## config.mk

```make
export PLATFORM = sky130hd
export DESIGN_NAME = permission_controller
export DESIGN_NICKNAME = d
export VERILOG_FILES = /design/src/rtl/permission_controller.sv
export SDC_FILE = /design/constraint.sdc
export NUM_CORES = 1
export LEC_CHECK = 0
export ABC_AREA = 0
export BUFFER_PORTS_ARGS = -buffer_cell sky130_fd_sc_hd__buf_2
export CORE_MARGIN = 1
export CORE_UTILIZATION = 55
export DETAILED_ROUTE_END_ITERATION = 16
export GPL_ROUTABILITY_DRIVEN = 0
export PLACE_DENSITY = 0.72
export SLEW_MARGIN = 20
export SYNTH_ARGS = -nofsm -noshare
export SYNTH_HDL_FRONTEND = slang
export SYNTH_SLANG_ARGS = --single-unit
```

## constraint.sdc

```tcl
create_clock -name clk -period 2.8 [get_ports clk]
set_clock_uncertainty 0.15 [all_clocks]
set_input_delay 0.14 -clock clk [delete_from_list [all_inputs] [get_ports clk]]
set_output_delay 0.14 -clock clk [all_outputs]
set_load 0.1 [all_outputs]
```

## src/rtl/permission_controller.sv

```systemverilog
// Access-control unit: user/function requests are checked against a runtime
// programmable permission table; repeated denials trigger a timed lockout.
module permission_controller #(
  parameter int USER_W      = 3,
  parameter int FUNC_W      = 3,
  parameter int MAX_FAILS   = 3,
  parameter int LOCK_CYCLES = 16
) (
  input  logic                             clk,
  input  logic                             rst_n,
  input  logic                             cfg_we,
  input  logic [USER_W-1:0]                cfg_user,
  input  logic [FUNC_W-1:0]                cfg_func,
  input  logic                             cfg_allow,
  input  logic                             req_valid,
  output logic                             req_ready,
  input  logic [USER_W-1:0]                req_user,
  input  logic [FUNC_W-1:0]                req_func,
  output logic                             rsp_valid,
  input  logic                             rsp_ready,
  output logic [FUNC_W-1:0]                rsp_func,
  output logic                             rsp_grant,
  output logic                             locked,
  output logic [$clog2(MAX_FAILS+1)-1:0]   fail_cnt
);

  localparam int NU  = 2 ** USER_W;
  localparam int NF  = 2 ** FUNC_W;
  localparam int FCW = $clog2(MAX_FAILS + 1);
  localparam int TW  = $clog2(LOCK_CYCLES + 1);
  localparam logic [FCW-1:0] MAXF = FCW'(MAX_FAILS);
  localparam logic [TW-1:0]  LC   = TW'(LOCK_CYCLES);

  typedef enum logic [1:0] {
    S_IDLE,
    S_CHECK,
    S_RESP,
    S_LOCKED
  } state_e;

  state_e                     state_q;
  logic [NU-1:0][NF-1:0]      tbl_q;
  logic [USER_W-1:0]          user_q;
  logic [FUNC_W-1:0]          func_q;
  logic [TW-1:0]              timer_q;
  logic [FCW-1:0]             fail_q;
  logic                       ready_q;
  logic                       rsp_valid_q;
  logic                       rsp_grant_q;
  logic [FUNC_W-1:0]          rsp_func_q;
  logic                       locked_q;
  logic                       allow;

  // Lookup sees the table as it was before the CHECK edge.
  assign allow = tbl_q[user_q][func_q] & (func_q != '0);

  assign req_ready = ready_q;
  assign rsp_valid = rsp_valid_q;
  assign rsp_grant = rsp_grant_q;
  assign rsp_func  = rsp_func_q;
  assign locked    = locked_q;
  assign fail_cnt  = fail_q;

  always_ff @(posedge clk or negedge rst_n) begin
    if (!rst_n) begin
      tbl_q <= '0;
    end else if (cfg_we) begin
      tbl_q[cfg_user][cfg_func] <= cfg_allow;
    end
  end

  always_ff @(posedge clk or negedge rst_n) begin
    if (!rst_n) begin
      state_q     <= S_IDLE;
      user_q      <= '0;
      func_q      <= '0;
      timer_q     <= '0;
      fail_q      <= '0;
      ready_q     <= 1'b0;
      rsp_valid_q <= 1'b0;
      rsp_grant_q <= 1'b0;
      rsp_func_q  <= '0;
      locked_q    <= 1'b0;
    end else begin
      case (state_q)
        S_IDLE: begin
          ready_q <= 1'b1;
          if (req_valid && ready_q) begin
            user_q  <= req_user;
            func_q  <= req_func;
            ready_q <= 1'b0;
            state_q <= S_CHECK;
          end
        end
        S_CHECK: begin
          rsp_valid_q <= 1'b1;
          rsp_grant_q <= allow;
          rsp_func_q  <= allow ? func_q : '0;
          if (allow) begin
            fail_q <= '0;
          end else if (fail_q != MAXF) begin
            fail_q <= fail_q + FCW'(1);
          end
          state_q <= S_RESP;
        end
        S_RESP: begin
          if (rsp_ready) begin
            rsp_valid_q <= 1'b0;
            if (fail_q == MAXF) begin
              locked_q <= 1'b1;
              timer_q  <= LC;
              state_q  <= S_LOCKED;
            end else begin
              ready_q <= 1'b1;
              state_q <= S_IDLE;
            end
          end
        end
        S_LOCKED: begin
          // Exit on the edge that completes the LOCK_CYCLES-th locked cycle.
          if (timer_q <= TW'(1)) begin
            timer_q  <= '0;
            fail_q   <= '0;
            locked_q <= 1'b0;
            ready_q  <= 1'b1;
            state_q  <= S_IDLE;
          end else begin
            timer_q <= timer_q - TW'(1);
          end
        end
        default: begin
          state_q <= S_IDLE;
        end
      endcase
    end
  end

endmodule
```

==> flow_metrics.env, run 1 <==
export IMPL_synth_cells=361
export IMPL_syn_to_final_growth_pct=11.02
export IMPL_cp_max_fo=13
export IMPL_cp_end_kind="register"
export IMPL_syn_area_per_cell_um2=11.10
export IMPL_cpPeakStageDelay_ns=0.74
export IMPL_num_rows=30
export IMPL_fp_dieW_um=87.35
export IMPL_die_area_um2=7629
export IMPL_fmax_ghz=0.4075
export IMPL_path_class="reg -> reg"
export IMPL_synth_edf_count=0
export IMPL_clockPowerShare=0.220
export IMPL_slew_headroom=0.3556
export IMPL_ant_nets=0
export IMPL_hold_viol=0
export IMPL_status="finished clean"
export IMPL_p_leak_nw=2.007
export IMPL_fin_crit_sh=0.8765
export IMPL_cts_max_level=3
export IMPL_startpoint_type="register"
export IMPL_layout_area_seq_um2=1952
export IMPL_avgRoutedWirePerCell_um=17.21
export IMPL_dp_hpwl_mm=5.944
export IMPL_cts_sinks=78
export IMPL_p_sw_frac=0.3858
export IMPL_grt_max_degree=79
export IMPL_dr_pass1_iters=4
export IMPL_finalWirelength_mm=8.347
export IMPL_switchingPower_mw=1.510
export IMPL_hold_slack_ns=0.009188
export IMPL_routed_via_density=5.751
export IMPL_die_h_um=87.35
export IMPL_gr_total_overflow=0
export IMPL_dr_first_iter_drc_count=140
export IMPL_final_cell_mix="dfrtp_1 (78), mux2_2 (61), nand2_1 (47)"
export IMPL_synth_mux_area_frac=0.2552
export IMPL_cts_buffer_depth=2
export IMPL_grt_use_total=0.2480
export IMPL_synthFlopType="dfrtp_1"
export IMPL_ys_warn_count=0
export IMPL_synthSimpleGateAreaFrac=0.1524
export IMPL_final_setup_tns_ns=0
export IMPL_hold_path_class="in -> reg"
export IMPL_p_seq_frac=0.435
export IMPL_portBuffers=26
export IMPL_multi_input_area_um2=1932
export IMPL_cts_made_buffers=9
export IMPL_rsz0062_at_grt="false"
export IMPL_required_ns=2.95
export IMPL_drv_cap=0
export IMPL_cp_top_family="compound AO/OA/AOI/OAI gates"
export IMPL_internal_power_mw=2.404
export IMPL_final_common_cell="dfrtp_1"
export IMPL_dp_cells=462
export IMPL_drive_above_1_share=0.3162
export IMPL_cts_tree="yes"
export IMPL_synth_cell_types=41
export IMPL_synth_top_family_by_area="multiplexers"
export IMPL_worst_path_buf_inv=0
export IMPL_io_pins=27
export IMPL_n_antenna_cell=0
export IMPL_antenna_found_initial=0
export IMPL_p_per_area_nw_per_um2=879.8
export IMPL_grt_pass1_vias=2716
export IMPL_pwr_share_comb=0.345
export IMPL_worstPathCellList="mux4_2 > a22o_1 > a311o_1 > a31oi_4 > a22o_1"
export IMPL_fillers=594
export IMPL_synth_seq_area_share=0.4872
export IMPL_tightest_slew_ns=0.9666
export IMPL_synth_seq_cells=78
export IMPL_core_um2=6907
export IMPL_cp_slowest_cell="dfrtp_1"
export IMPL_drcViolationCount=0
export IMPL_syn_nets=382
export IMPL_cts_root_buffer="clkbuf_8"
export IMPL_maxSlewViolCount=0
export IMPL_clock_latency_ns=0.36
export IMPL_synth_xor_area_share=0
export IMPL_cp_arrival_ns=2.60
export IMPL_period_minus_slack_ns=2.454
export IMPL_synth_compound_area_share=0.06527
export IMPL_final_cells=485
export IMPL_fin_nets=405
export IMPL_syn_area_um2=4006
export IMPL_synthAdderAreaFrac=0.009369
export IMPL_finalSetupViolations=0
export IMPL_cpMostUsedCell="a22o_1"
export IMPL_async_flop_share=1.000
export IMPL_grt_pass1_wl_mm=13.97
export IMPL_initial_core_util=0.5801
export IMPL_dr_total_vias=2789
export IMPL_path_clk_slew_ns=0.08
export IMPL_ir_worst_vdd_mv=0.3288
## worst reg2reg max path: cells and delay by family, from the launching register on
kind | cells | cell delay [ns]
AOI/OAI and AO/OA | 4 | 0.91
muxes | 1 | 0.59
DFF | 1 | 0.74
## metrics by stage
stage / total power [mW] / area (um2) / setup WS (ns) / util
3_5_place_dp: 3.079 / 4178 / 0.3403 / 0.6049
4_1_cts: 3.947 / 4448 / 0.2964 / 0.6440
6_report: 3.913 / 4448 / 0.3459 / 0.6440
2_1_floorplan: 2.780 / 4006 / 0.4838 / -
5_1_grt: 4.129 / 4448 / 0.1956 / 0.6440
3_3_place_gp: 3.027 / 4178 / 0.3742 / 0.6049
## path summary, 6_finish.rpt
kind                            slack, ns  cells past startpoint          end       from
min in group asynchronous            0.33                      2   timer_q[4]      rst_n
max in group asynchronous            1.54                      2    tbl_q[51]      rst_n
worst min-delay path                0.009                      3       locked  rsp_ready
worst max-delay path                 0.35                      5  fail_cnt[1]  user_q[0]
worst max register to register       0.35                      5  fail_cnt[1]  user_q[0]
worst min register to register       0.33                      2    rsp_grant  rsp_grant
## sequential cells by signal (all words and copies together), names as in the netlist
name and count:
tbl_q 56, timer_q 5, func_q 3, rsp_func 3, user_q 3, fail_cnt 2
state_q 2, locked 1, req_ready 1, rsp_grant 1, rsp_valid 1
## routing by layer
layer  vias up  GRT usage  share of wire
met4         0     0.1162          0.024
met5         -          0              0
met3        20    0.03886          0.037
met2        59     0.3849           0.47
li1       1313          -              -
met1      1397     0.3439           0.47
## synthesized netlist by cell type (all sizes together) (3+ instances only)
master  count  area share
nand3       7      0.0087
nor2       45       0.042
a22o        3      0.0066
mux2       61        0.17
ha          3      0.0094
buf         4      0.0062
mux4       14       0.079
nand2      47       0.044
o21ai      15       0.019
and2        3      0.0047
clkbuf     19       0.018
a21oi       6      0.0075
inv         7      0.0066
a21o        3      0.0056
a31oi       5       0.012
nor2b       5      0.0078
nor3        5      0.0062
dfrtp      78        0.49
nand2b      6      0.0094
## cell families after synthesis
family,Yosys count
buf+inv,30
simple gates,134
compound gates,39
mux,77
flops,78
fa+ha+maj,3
## final cells by class
class	instances	share of cell area
flip-flops and latches	78	0.4388
multi-input cells	253	0.4343
repair buffers	35	0.04895
clock buffers	12	0.03488
well taps	96	0.02700
clock inverters	4	0.01013
inverters	7	0.005907
## timing repair
item                                   CTS  global route
endpoints found under the hold margin   84             0
resized for setup                        0             0
setup buffers                            0             0
hold buffers                             7             0
## power groups by stage
stage,registers [mW],logic (mW),clock network [mW]
after floorplan,1.85,0.930,0
after global placement,1.71,1.32,0
after detailed placement,1.73,1.35,0
after CTS,1.71,1.36,0.877
after global routing,1.75,1.46,0.918
final,1.70,1.35,0.861
Note: power is estimated with default switching activity, not from simulation.
==> run 2, diff against run 1 <==
- CORE_UTILIZATION: 55 -> 54
- PLACE_DENSITY: 0.72 -> 0.73
- clock period: 2.8 -> 2.17 ns (I/O delays scaled with it)
==> run 2 against run 1 <==
Compared with the run above:
- the run now ends with negative hold slack, negative setup slack left
- flip-flop and latch count stayed put
- maximum frequency is 5.6% higher
- design area is 2.6% higher
- final cell count is 3.3% higher
- sequential share of layout area is 1.1 points lower
- core utilization is 1.2 points lower
- clock power is 28% higher
- critical path depth stayed put
- register-to-register slack worse by 0.50 ns
- global-route usage is 0.67 points lower
==> flow_metrics.env, run 2 (synthesized netlist as in run 1, its figures left out) <==
export IMPL_startpoint_type="register"
export IMPL_gr_total_overflow=0
export IMPL_dr_total_vias=2852
export IMPL_n_antenna_cell=0
export IMPL_cp_end_kind="register"
export IMPL_die_area_um2=7768
export IMPL_path_clk_slew_ns=0.08
export IMPL_cts_max_level=3
export IMPL_avgRoutedWirePerCell_um=16.83
export IMPL_fp_dieW_um=88.14
export IMPL_reg_top3="tbl_q (56), timer_q (5)"
export IMPL_maxSlewViolCount=0
export IMPL_period_minus_slack_ns=2.324
export IMPL_cts_buffer_depth=2
export IMPL_largest_register="tbl_q"
export IMPL_routed_via_density=5.693
export IMPL_setup_ws_ns=-0.1544
export IMPL_num_rows=31
export IMPL_portBuffers=26
export IMPL_dp_hpwl_mm=5.988
export IMPL_finalSetupViolations=4
export IMPL_ir_worst_vdd_mv=0.3835
export IMPL_ant_nets=0
export IMPL_cts_tree="yes"
export IMPL_status="complete, but fails checks"
export IMPL_dr_first_iter_drc_count=163
export IMPL_dp_cells=478
export IMPL_path_class="reg -> reg"
export IMPL_drive_above_1_share=0.3458
export IMPL_grt_max_degree=57
export IMPL_largest_reg_flops=56
export IMPL_io_pins=27
export IMPL_final_cell_mix="dfrtp_1 (76), mux2_2 (61), nand2_1 (47)"
export IMPL_hold_viol=1
export IMPL_dr_pass1_iters=4
export IMPL_initial_core_util=0.5553
export IMPL_hold_path_class="in -> reg"
export IMPL_syn_to_final_growth_pct=13.90
export IMPL_grt_pass1_vias=2745
export IMPL_drv_cap=0
export IMPL_cp_arrival_ns=2.47
export IMPL_rsz0062_at_grt="true"
export IMPL_fmax_ghz=0.4302
export IMPL_fin_nets=418
export IMPL_cts_root_buffer="clkbuf_8"
export IMPL_cts_made_buffers=9
export IMPL_clock_latency_ns=0.35
export IMPL_final_common_cell="dfrtp_1"
export IMPL_finalWirelength_mm=8.434
export IMPL_p_per_area_nw_per_um2=1149
export IMPL_final_cells=501
export IMPL_slew_headroom=0.5230
export IMPL_cp_max_fo=7
export IMPL_required_ns=2.31
export IMPL_fin_crit_sh=1.071
export IMPL_cts_sinks=78
export IMPL_core_um2=7214
export IMPL_antenna_found_initial=0
export IMPL_grt_pass1_wl_mm=13.81
export IMPL_p_leak_nw=2.069
export IMPL_die_h_um=88.14
export IMPL_postLayoutCellArea_um2=4563
export IMPL_tightest_slew_ns=0.7155
export IMPL_place_area_um2=4293
export IMPL_hold_slack_ns=-0.0002532
export IMPL_drcViolationCount=0
export IMPL_violations="negative hold slack, negative setup slack"
export IMPL_grt_use_total=0.2413
==> run 2: cell count changes in the layout (fill, tap and decap cells not counted), sizes merged <==
cell / change
buf: +13
clkbuf: -2
clkinv: +1
clkinvlp: +1
==> run 2: worst paths after layout <==
path	from	end	slack, ns	depth (start not counted)
worst max-delay path	user_q[1]	fail_cnt[0]	-0.15	5
worst min-delay path	rsp_ready	locked	-0.0003	3
worst max register to register	user_q[1]	fail_cnt[0]	-0.15	5
worst min register to register	rsp_func[2]	rsp_func[2]	0.34	2
max in group asynchronous	rst_n	tbl_q[23]	0.99	3
min in group asynchronous	rst_n	timer_q[3]	0.20	2
==> run 2: layer usage <==
| metal | wire (um) | track usage |
|---|---|---|
| met1 | 3963 | 0.3277 |
| met2 | 4064 | 0.3890 |
| met3 | 297 | 0.05561 |
| met4 | 108 | 0.07331 |
| met5 | 0 | 0 |
==> run 2: per-stage QoR <==
stage	power, mW	setup TNS, ns	worst slack, ns	util	hold WS [ns]
CTS	5.272	-0.6258	-0.1629	0.6325	0.001586
detailed placement	4.160	-0.9923	-0.2402	0.5950	0.05995
floorplan	3.600	-0.1089	-0.03361	-	-0.3371
finish	5.244	-0.5730	-0.1544	0.6325	-0.0002532
global placement	4.089	-0.7699	-0.1988	0.5950	0.05616
global route	5.548	-0.8023	-0.2218	0.6325	0.01661
==> run 2: final cells by class <==
class | instances | area [um2]
flip-flops and latches | 78 | 1954
multi-input cells | 253 | 1932
well taps | 99 | 123.9
fillers | 601 | 2651
clock inverters | 6 | 61.31
repair buffers | 48 | 327.8
clock buffers | 10 | 137.6
inverters | 7 | 26.28
==> run 2: repair_timing <==
item / in CTS / in global routing
gates resized for setup: 1 / 0
pin swaps: 1 / 3
hold endpoints to repair: 60 / 0
setup buffers: 0 / 0
endpoints found under the setup margin: 6 / 6
hold buffers: 7 / 0
==> run 2: where the power goes <==
part / internal (mW) / total, mW / switching (mW) / leakage (nW)
Sequential: 1.77 / 2.08 / 0.313 / 1.01
Combinational: 0.889 / 2.06 / 1.17 / 0.955
Clock: 0.558 / 1.10 / 0.546 / 0.102
==> run 2: worst max-delay path: stages (launching register included) <==
cell     delay, ns
dfrtp_2       0.47
mux4_2        0.52
mux4_2        0.49
a32o_2        0.30
a31oi_4       0.18
a22o_1        0.16
